$ cat config.mk
export PLATFORM = sky130hd
export DESIGN_NAME = spi_flash_read_master
export DESIGN_NICKNAME = d
export VERILOG_FILES = /design/src/rtl/spi_flash_read_master.sv
export SDC_FILE = /design/constraint.sdc
export NUM_CORES = 1
export LEC_CHECK = 0
export CORE_ASPECT_RATIO = 1.75
export CORE_UTILIZATION = 45
export CTS_CLUSTER_DIAMETER = 80
export DETAILED_ROUTE_END_ITERATION = 16
export GPL_TIMING_DRIVEN = 0
export PLACE_DENSITY = 0.81
export SETUP_SLACK_MARGIN = 0.2
export SLEW_MARGIN = 20
export SYNTH_ARGS = -nofsm -noshare
export SYNTH_HDL_FRONTEND = slang
export SYNTH_SLANG_ARGS = --single-unit
$ cat constraint.sdc
create_clock -name clock -period 3.7 [get_ports clock]
set_clock_uncertainty 0.2 [all_clocks]
set_input_delay 0.555 -clock clock [delete_from_list [all_inputs] [get_ports clock]]
set_output_delay 0.555 -clock clock [all_outputs]
set_load 0.01 [all_outputs]
$ cat src/rtl/spi_flash_read_master.sv
// SPI mode-0 master that fetches one 32-bit little-endian word per request from a serial NOR
// flash using the single-bit READ command, with a request/response handshake on the core side.
module spi_flash_read_master #(
    parameter int unsigned CLK_DIV    = 4,
    parameter logic [7:0]  READ_CMD   = 8'h03,
    parameter int unsigned ADDR_WIDTH = 24
) (
    input  logic                  clock,
    input  logic                  reset,
    input  logic                  io_req_valid,
    output logic                  io_req_ready,
    input  logic [ADDR_WIDTH-1:0] io_req_bits_addr,
    output logic                  io_resp_valid,
    input  logic                  io_resp_ready,
    output logic [31:0]           io_resp_bits_data,
    output logic                  io_sck,
    output logic                  io_cs,
    output logic                  io_mosi,
    input  logic                  io_miso
);

    localparam int unsigned FrameW = 8 + ADDR_WIDTH + 32;
    localparam int unsigned DivW   = $clog2(2 * CLK_DIV);
    localparam int unsigned BitW   = $clog2(FrameW);

    localparam logic [DivW-1:0] DivHalfM1 = DivW'(CLK_DIV - 1);
    localparam logic [DivW-1:0] DivFullM1 = DivW'(2 * CLK_DIV - 1);
    localparam logic [BitW-1:0] BitLast   = BitW'(FrameW - 1);
    localparam logic [BitW-1:0] RxStart   = BitW'(FrameW - 32);

    typedef enum logic [2:0] {StIdle, StShift, StTail, StGuard, StResp} state_e;

    state_e              r_state, w_state_d;
    logic [DivW-1:0]     r_div, w_div_d;
    logic [BitW-1:0]     r_bit, w_bit_d;
    logic [FrameW-1:0]   r_frame, w_frame_d;
    logic [31:0]         r_rx, w_rx_d;
    logic                r_acked, w_acked_d;
    logic                r_live;

    always_ff @(posedge clock or negedge reset) begin
        if (!reset) begin
            r_state <= StIdle;
            r_div   <= '0;
            r_bit   <= '0;
            r_frame <= '0;
            r_rx    <= '0;
            r_acked <= 1'b0;
            r_live  <= 1'b0;
        end else begin
            r_state <= w_state_d;
            r_div   <= w_div_d;
            r_bit   <= w_bit_d;
            r_frame <= w_frame_d;
            r_rx    <= w_rx_d;
            r_acked <= w_acked_d;
            r_live  <= 1'b1;
        end
    end

    always_comb begin
        w_state_d = r_state;
        w_div_d   = r_div;
        w_bit_d   = r_bit;
        w_frame_d = r_frame;
        w_rx_d    = r_rx;
        w_acked_d = r_acked;
        unique case (r_state)
            StIdle: begin
                w_div_d   = '0;
                w_acked_d = 1'b0;
                if (io_req_valid && r_live) begin
                    w_frame_d = {READ_CMD, io_req_bits_addr, 32'h0};
                    w_bit_d   = '0;
                    w_state_d = StShift;
                end
            end
            StShift: begin
                // The edge that ends the low half is the one where SCK rises: sample there.
                if (r_div == DivHalfM1 && r_bit >= RxStart) begin
                    w_rx_d = {r_rx[30:0], io_miso};
                end
                if (r_div == DivFullM1) begin
                    w_div_d   = '0;
                    w_frame_d = r_frame << 1;
                    if (r_bit == BitLast) begin
                        w_state_d = StTail;
                    end else begin
                        w_bit_d = r_bit + 1'b1;
                    end
                end else begin
                    w_div_d = r_div + 1'b1;
                end
            end
            StTail: begin
                if (r_div == DivHalfM1) begin
                    w_div_d   = '0;
                    w_state_d = StGuard;
                end else begin
                    w_div_d = r_div + 1'b1;
                end
            end
            StGuard: begin
                if (io_resp_ready) begin
                    w_acked_d = 1'b1;
                end
                // GUARD always runs its full length so CS-high time is never shortened.
                if (r_div == DivHalfM1) begin
                    w_div_d   = '0;
                    w_state_d = (r_acked || io_resp_ready) ? StIdle : StResp;
                end else begin
                    w_div_d = r_div + 1'b1;
                end
            end
            StResp: begin
                if (io_resp_ready) begin
                    w_state_d = StIdle;
                end
            end
            default: w_state_d = StIdle;
        endcase
    end

    always_comb begin
        io_req_ready      = (r_state == StIdle) && r_live;
        io_cs             = !((r_state == StShift) || (r_state == StTail));
        io_sck            = (r_state == StShift) && (r_div > DivHalfM1);
        io_mosi           = (r_state == StShift) && r_frame[FrameW-1];
        io_resp_valid     = ((r_state == StGuard) && !r_acked) || (r_state == StResp);
        // First received byte lands in the top of r_rx; swap to little-endian word order.
        io_resp_bits_data = {r_rx[7:0], r_rx[15:8], r_rx[23:16], r_rx[31:24]};
    end

endmodule

==> impl_metrics.csv, run 1 <==
group,metric,value,unit
outcome,status,"finished clean",
synthesis,synth_common_cells,"dfrtp_1 (78), nand2_1 (56), nor2_1 (34), mux2_1 (30)",
worst_setup_path,ff2ff_path_depth,7,
synthesis,synth_area,3590,um2
synthesis,synthTopCellsByArea,"dfrtp_1 (54%), mux2_1 (9.4%), nand2_1 (5.9%)",
global_route,track_usage,19.4,%
worst_setup_path,r2r-start,"r_div[0]",
floorplan,die_h,120,um
synthesis,synth_top_area_share,54.4,%
job,max_cap_viol_count,0,
synthesis,postSynthAreaPerCell,10.8,um2
placement,portBuffers,65,
synthesis,ys_seq_area_share,54.4,%
placement,place_congestion,0.802,
power_and_ir_drop,p_sw_share,34.2,%
routing,drt_iter0_drc,111,
worst_setup_path,cp-end-kind,"output pin",
power_and_ir_drop,p_sw,1030,uW
floorplan,dieArea,8350,um2
synthesis,synth_edf_count,0,
timing,min_period,3.06,ns
worst_hold_path,hold_class,"reg2reg",
layout,area_growth,30.8,%
synthesis,synth_nets,368,
synthesis,synthFlopType,"dfrtp_1",
layout,layout.nets,446,
routing,via_per_inst,5.35,
worst_setup_path,rrSetupSlack,1.33,ns
synthesis,ys_ff_latch,78,
clock_tree,path_clk_slew,0.06,ns
floorplan,rows,42,
synthesis,async_reset_ff_share,100,%
synthesis,synth_warnings,0,
clock_tree,clock_latency,0.34,ns
timing,fin_setup_tns,0,ns
global_route,grt_pass1_wl,12.7,mm
global_route,grt_max_degree,57,
timing,rsz0062_at_grt,"false",
floorplan,core,7620,um2
synthesis,synth_top_area_cell,"dfrtp_1",
routing,ant_nets,0,
floorplan,initial_core_util,47.1,%
global_route,antenna_found_initial,0,
power_and_ir_drop,power_frac_comb,32.9,%
power_and_ir_drop,p_leak,0.00218,uW
layout,drive_gt1_share,11.8,%
floorplan,chipWidth,69.5,um
clock_tree,h-tree-depth,3,
worst_setup_path,worstPathMaxFanout,10,
worst_setup_path,endpoint,"io_sck",
routing,dr.pass1.iters,4,
worst_setup_path,worstSetupStartpointType,"flip-flop",
timing,layout_worst_path_cycle_share,82.6,%
routing,wl,7.38,mm
worst_setup_path,setup.worst_path.start,"r_state[1]",
layout,fillerInstances,627,
global_route,grt-ovfl-total,0,
timing,hold_viol,0,
worst_setup_path,regToRegEndpoint,"r_frame[62]",
power_and_ir_drop,p_int,1990,uW
worst_setup_path,required,2.94,ns
power_and_ir_drop,p_per_area,645,nW/um2
placement,post-dp-hpwl,5.45,mm
placement,dpl.cell_count,486,
clock_tree,numCtsBuffers,9,
worst_setup_path,path_class,"reg2out",
clock_tree,clock_path_buffers,2,
floorplan,io_pins,66,
synthesis,yosysUniqueCellTypes,37,
synthesis,synth.most_common_cell,"dfrtp_1",
layout,num_antenna_cells,0,
worst_hold_path,hp-start,"r_rx[31]",
worst_setup_path,worstPathArrival,2.30,ns
clock_tree,clkSinkCount,78,
clock_tree,cts_tree,"yes",
routing,vias,2693,
timing,slew_violations,0,
timing,setup_viol,0,
global_route,grt_pass1_vias,2794,
routing,wl_per_cell,14.7,um
routing,drc,0,
layout,instances_no_fill,503,
timing,fmax,0.327,GHz
power_and_ir_drop,clockPowerShare,29.6,%
power_and_ir_drop,vdd_drop_max,0.498,mV
synthesis,synth_cells,332,
clock_tree,cts-root-buf,"clkbuf_16",
power_and_ir_drop,p_seq_share,37.5,%
==> logic make-up (layout without fill, tap and decap cells) <==
group,after synthesis,in the layout,share of synthesized area [%]
buffers and inverters,35,118,5.37
AOI/OAI and AO/OA,58,58,12.6
DFF,78,78,54.4
muxes,34,34,10.6
and+or+nand+nor,119,119,14.5
other,1,1,0.104
adders and majority gates,7,7,2.44
==> flip-flops by register name, indices dropped and copies added (netlist names) <==
register / cells
r_frame: 32
r_live: 1
r_bit: 6
r_state: 3
r_div: 3
r_acked: 1
r_rx: 32
==> cell usage in the layout (no fill, tap or decap), types with 2 or more instances in the layout <==
master,count
nand3_1,14
a21o_1,6
a21oi_1,4
clkinv_2,2
nor3_1,3
nand2_1,56
clkbuf_16,9
ha_1,7
o31ai_1,3
a31oi_1,14
mux2_1,30
o221ai_1,2
clkbuf_8,2
nor2_1,34
clkbuf_1,6
mux2i_1,2
dfrtp_1,78
buf_2,7
clkdlybuf4s50_1,64
o22ai_1,2
inv_1,14
a31oi_2,10
mux2_2,2
buf_4,3
o21ai_0,11
and3_1,4
a211oi_1,2
buf_6,6
==> worst min path at each step <==
stage                     depth (start not counted)  slack, ns  endpoint
after floorplan                                   0       0.06   r_acked
after global placement                            1       0.27  r_rx[31]
after detailed placement                          1       0.28   r_rx[2]
after CTS                                         1       0.31  r_rx[30]
after global routing                              1       0.33  r_rx[31]
final                                             1       0.30  r_rx[31]
==> layer usage <==
layer / GRT usage [%] / wire [um]
met4: 8.16 / 178
met3: 5.29 / 353
met2: 34.7 / 3860
met1: 21.3 / 2980
met5: 0 / 0
==> power by group through the flow <==
stage               registers, uW  clock network (uW)  logic, uW
global route                 1160                 957       1120
finish                       1140                 898        996
detailed placement           1150                   0       1000
CTS                          1130                 914       1010
floorplan                    1120                   0        741
global placement             1140                   0        969
==> metrics by stage <==
stage                     setup slack [ns]  util (%)  instance area [um2]  power [uW]  hold slack [ns]
final                                0.642      61.6                 4690        3030            0.302
after global routing                 0.503      61.6                 4690        3240            0.325
after CTS                            0.618      61.6                 4690        3060            0.310
after detailed placement              1.01      57.4                 4380        2150            0.278
after global placement              -0.740      57.1                 4350        2110            0.268
after floorplan                       1.65         -                 3590        1860           0.0594
==> final cells by class <==
| cell class | instances | area, um2 | area share [%] |
|---|---|---|---|
| well taps | 88 | 110 | 2.35 |
| clock buffers | 11 | 253 | 5.38 |
| plain buffers | 21 | 140 | 2.99 |
| multi-input cells | 219 | 1450 | 30.8 |
| repair buffers | 67 | 686 | 14.6 |
| flip-flops and latches | 78 | 1950 | 41.6 |
| clock inverters | 5 | 56.3 | 1.20 |
| inverters | 14 | 52.6 | 1.12 |
==> worst max-delay path: stages (launching register included) <==
cell and delay, ns:
dfrtp_1 0.36, buf_2 0.19, inv_1 0.18, nand3_1 0.17
clkbuf_1 0.27, nor3_1 0.23, clkdlybuf4s50_1 0.56
==> repair_timing <==
action	in CTS	in global routing
hold buffers	1	0
resized for setup	0	0
hold endpoints to repair	22	0
buffers inserted	0	0
Power figures use the tool's default switching activity.
==> run 2, diff against run 1 <==
--- a/config.mk
+++ b/config.mk
@@ -10,7 +10,7 @@
 export CTS_CLUSTER_DIAMETER = 80
 export DETAILED_ROUTE_END_ITERATION = 16
 export GPL_TIMING_DRIVEN = 0
-export PLACE_DENSITY = 0.81
+export PLACE_DENSITY = 0.84
 export SETUP_SLACK_MARGIN = 0.2
 export SLEW_MARGIN = 20
 export SYNTH_ARGS = -nofsm -noshare
==> constraint.sdc (replaced) <==
create_clock -name clock -period 2.7 [get_ports clock]
set_clock_uncertainty 0.2 [all_clocks]
set_input_delay 0.405 -clock clock [delete_from_list [all_inputs] [get_ports clock]]
set_output_delay 0.405 -clock clock [all_outputs]
set_load 0.01 [all_outputs]
==> run 2 against run 1 <==
Cell count is 0.60% higher. Register-to-register slack worse by 1.0 ns. Die area stayed put. Utilization is 0.74 points higher. Clock power is 35% higher. Sequential power is 37% higher. Sequential cell count stayed put. Design area is 1.2% higher. Total power is 40% higher. Non-clock buffer count is 3 higher. Critical path depth is 1 higher. Combinational power is 49% higher. Highest routed layer unchanged.
==> impl_metrics.csv, run 2 (synthesized netlist as in run 1, its figures left out) <==
group,metric,value,unit
clock_tree,path_clk_slew,0.06,ns
clock_tree,clock_latency,0.34,ns
global_route,grt_pass1_vias,2790,
layout,utilization,62.3,%
worst_setup_path,cp_common_cell,"ha_1",
layout,layout_commonest_cell,"dfrtp_1",
floorplan,initial_core_util,47.1,%
floorplan,chipWidth,69.5,um
floorplan,dieArea,8350,um2
clock_tree,clkSinkCount,78,
timing,fmax,0.421,GHz
floorplan,io_pins,66,
global_route,grt_pass1_wl,13.3,mm
routing,drt_iter0_drc,157,
timing,layout_worst_path_cycle_share,87.9,%
layout,fillerInstances,599,
placement,post-dp-hpwl,5.50,mm
outcome,status,"finished clean",
power_and_ir_drop,p_per_area,894,nW/um2
worst_setup_path,cp-end-kind,"flip-flop",
worst_setup_path,worstSetupStartpointType,"flip-flop",
placement,placed_area,4380,um2
layout,drive_gt1_share,14.1,%
worst_setup_path,cp_cell_sequence,"ha_1, ha_1, nor2b_4, a2111oi_4, buf_6, buf_2, a31oi_1",
layout,final_cell_mix,"dfrtp_1 (78), clkdlybuf4s50_1 (60), nand2_1 (56)",
floorplan,rows,42,
routing,ant_nets,0,
worst_setup_path,r2r-start,"r_div[0]",
worst_setup_path,setup.worst_path.start,"r_div[0]",
power_and_ir_drop,p_leak,0.00222,uW
routing,drc,0,
clock_tree,clock_path_buffers,2,
worst_setup_path,endpoint,"r_frame[45]",
global_route,antenna_found_initial,0,
layout,area_growth,32.3,%
worst_setup_path,max_stage_delay,0.44,ns
global_route,track_usage,20.3,%
timing,min_period,2.37,ns
timing,slew_violations,0,
layout,num_antenna_cells,0,
clock_tree,h-tree-depth,3,
placement,portBuffers,65,
placement,place_congestion,0.855,
routing,wl_per_cell,15.5,um
worst_setup_path,ff2ff_path_depth,7,
routing,vias,2776,
job,max_cap_viol_count,0,
global_route,grt-ovfl-total,0,
worst_setup_path,required,2.70,ns
clock_tree,numCtsBuffers,9,
power_and_ir_drop,p_total,4250,uW
worst_hold_path,hold-path-cell-count,1,
worst_hold_path,hold_class,"reg2reg",
routing,via_per_inst,5.49,
timing,hold_viol,0,
timing,rsz0062_at_grt,"false",
layout,finalInstanceArea,4750,um2
routing,dr.pass1.iters,4,
worst_setup_path,worstPathArrival,2.38,ns
power_and_ir_drop,vdd_drop_max,0.504,mV
floorplan,core,7620,um2
global_route,grt_max_degree,59,
layout,layout.nets,449,
timing,setup_viol,0,
worst_setup_path,worstPathMaxFanout,10,
clock_tree,cts_tree,"yes",
routing,wl,7.86,mm
worst_setup_path,rrSetupSlack,0.33,ns
worst_hold_path,hp-start,"r_rx[31]",
floorplan,die_h,120,um
worst_setup_path,path_class,"reg2reg",
clock_tree,cts-root-buf,"clkbuf_16",
worst_setup_path,regToRegEndpoint,"r_frame[45]",
worst_setup_path,slowest_stage,"a2111oi_4",
layout,reg_top3,"r_frame (32), r_rx (32), r_bit (6)",
run 2: changes by cell type in the layout (fill, tap and decap cells not counted), sizes merged:
cell and change:
dlymetal6s2s +2, inv -2, clkinv +2, buf +3, clkinvlp +1, dlygate4sd2 +1
clkdlybuf4s50 -4
run 2: worst min path at each step:
stage,to,slack (ns)
finish,r_rx[31],0.28
global route,r_rx[31],0.30
CTS,r_rx[31],0.29
detailed placement,r_rx[3],0.12
global placement,r_rx[31],0.27
floorplan,r_acked,-0.09
run 2: per-layer routing:
| metal | vias up | GRT usage, % | share of wire (%) |
|---|---|---|---|
| met3 | 16 | 4.45 | 3.9 |
| met1 | 1373 | 23.0 | 38 |
| met2 | 81 | 36.2 | 55 |
| met5 | - | 0 | 0 |
| li1 | 1306 | - | - |
| met4 | 0 | 8.93 | 2.5 |
run 2: where the power goes:
part / total (uW) / internal (uW) / switching, uW
Combinational: 1480 / 607 / 868
Clock: 1210 / 722 / 487
Sequential: 1560 / 1410 / 150
Total: 4250 / 2740 / 1510
run 2: layout make-up:
type	count	area, um2	area share, %
plain buffers	21	156	3.29
repair buffers	70	707	14.9
multi-input cells	219	1470	30.9
clock buffers	10	229	4.82
inverters	14	56.3	1.19
well taps	88	110	2.32
clock inverters	6	72.6	1.53
flip-flops and latches	78	1950	41.1
run 2: worst max-delay path: cells and delay by family (launching register included):
kind | cells | cell delay (ns)
flip-flops | 1 | 0.39
AO/OA/AOI/OAI | 2 | 0.56
buffers and inverters | 2 | 0.44
AND/OR/NAND/NOR | 1 | 0.07
adder cells (fa/ha/maj) | 2 | 0.57
run 2: per-stage QoR:
step	hold WS, ns	setup TNS, ns	setup WS [ns]	instances
after global placement	0.270	-120.87	-1.55	485
after detailed placement	0.117	0	0.145	486
after CTS	0.287	0	0.226	503
after global routing	0.303	0	0.222	506
after floorplan	-0.0906	0	0.647	332
final	0.284	0	0.327	506
run 2: timing repair:
item	in CTS	in global routing
setup buffers	0	3
endpoints found under the hold margin	20	0
resized for setup	9	10
pin swaps	1	1
hold buffers	1	0
setup endpoints to repair	4	4
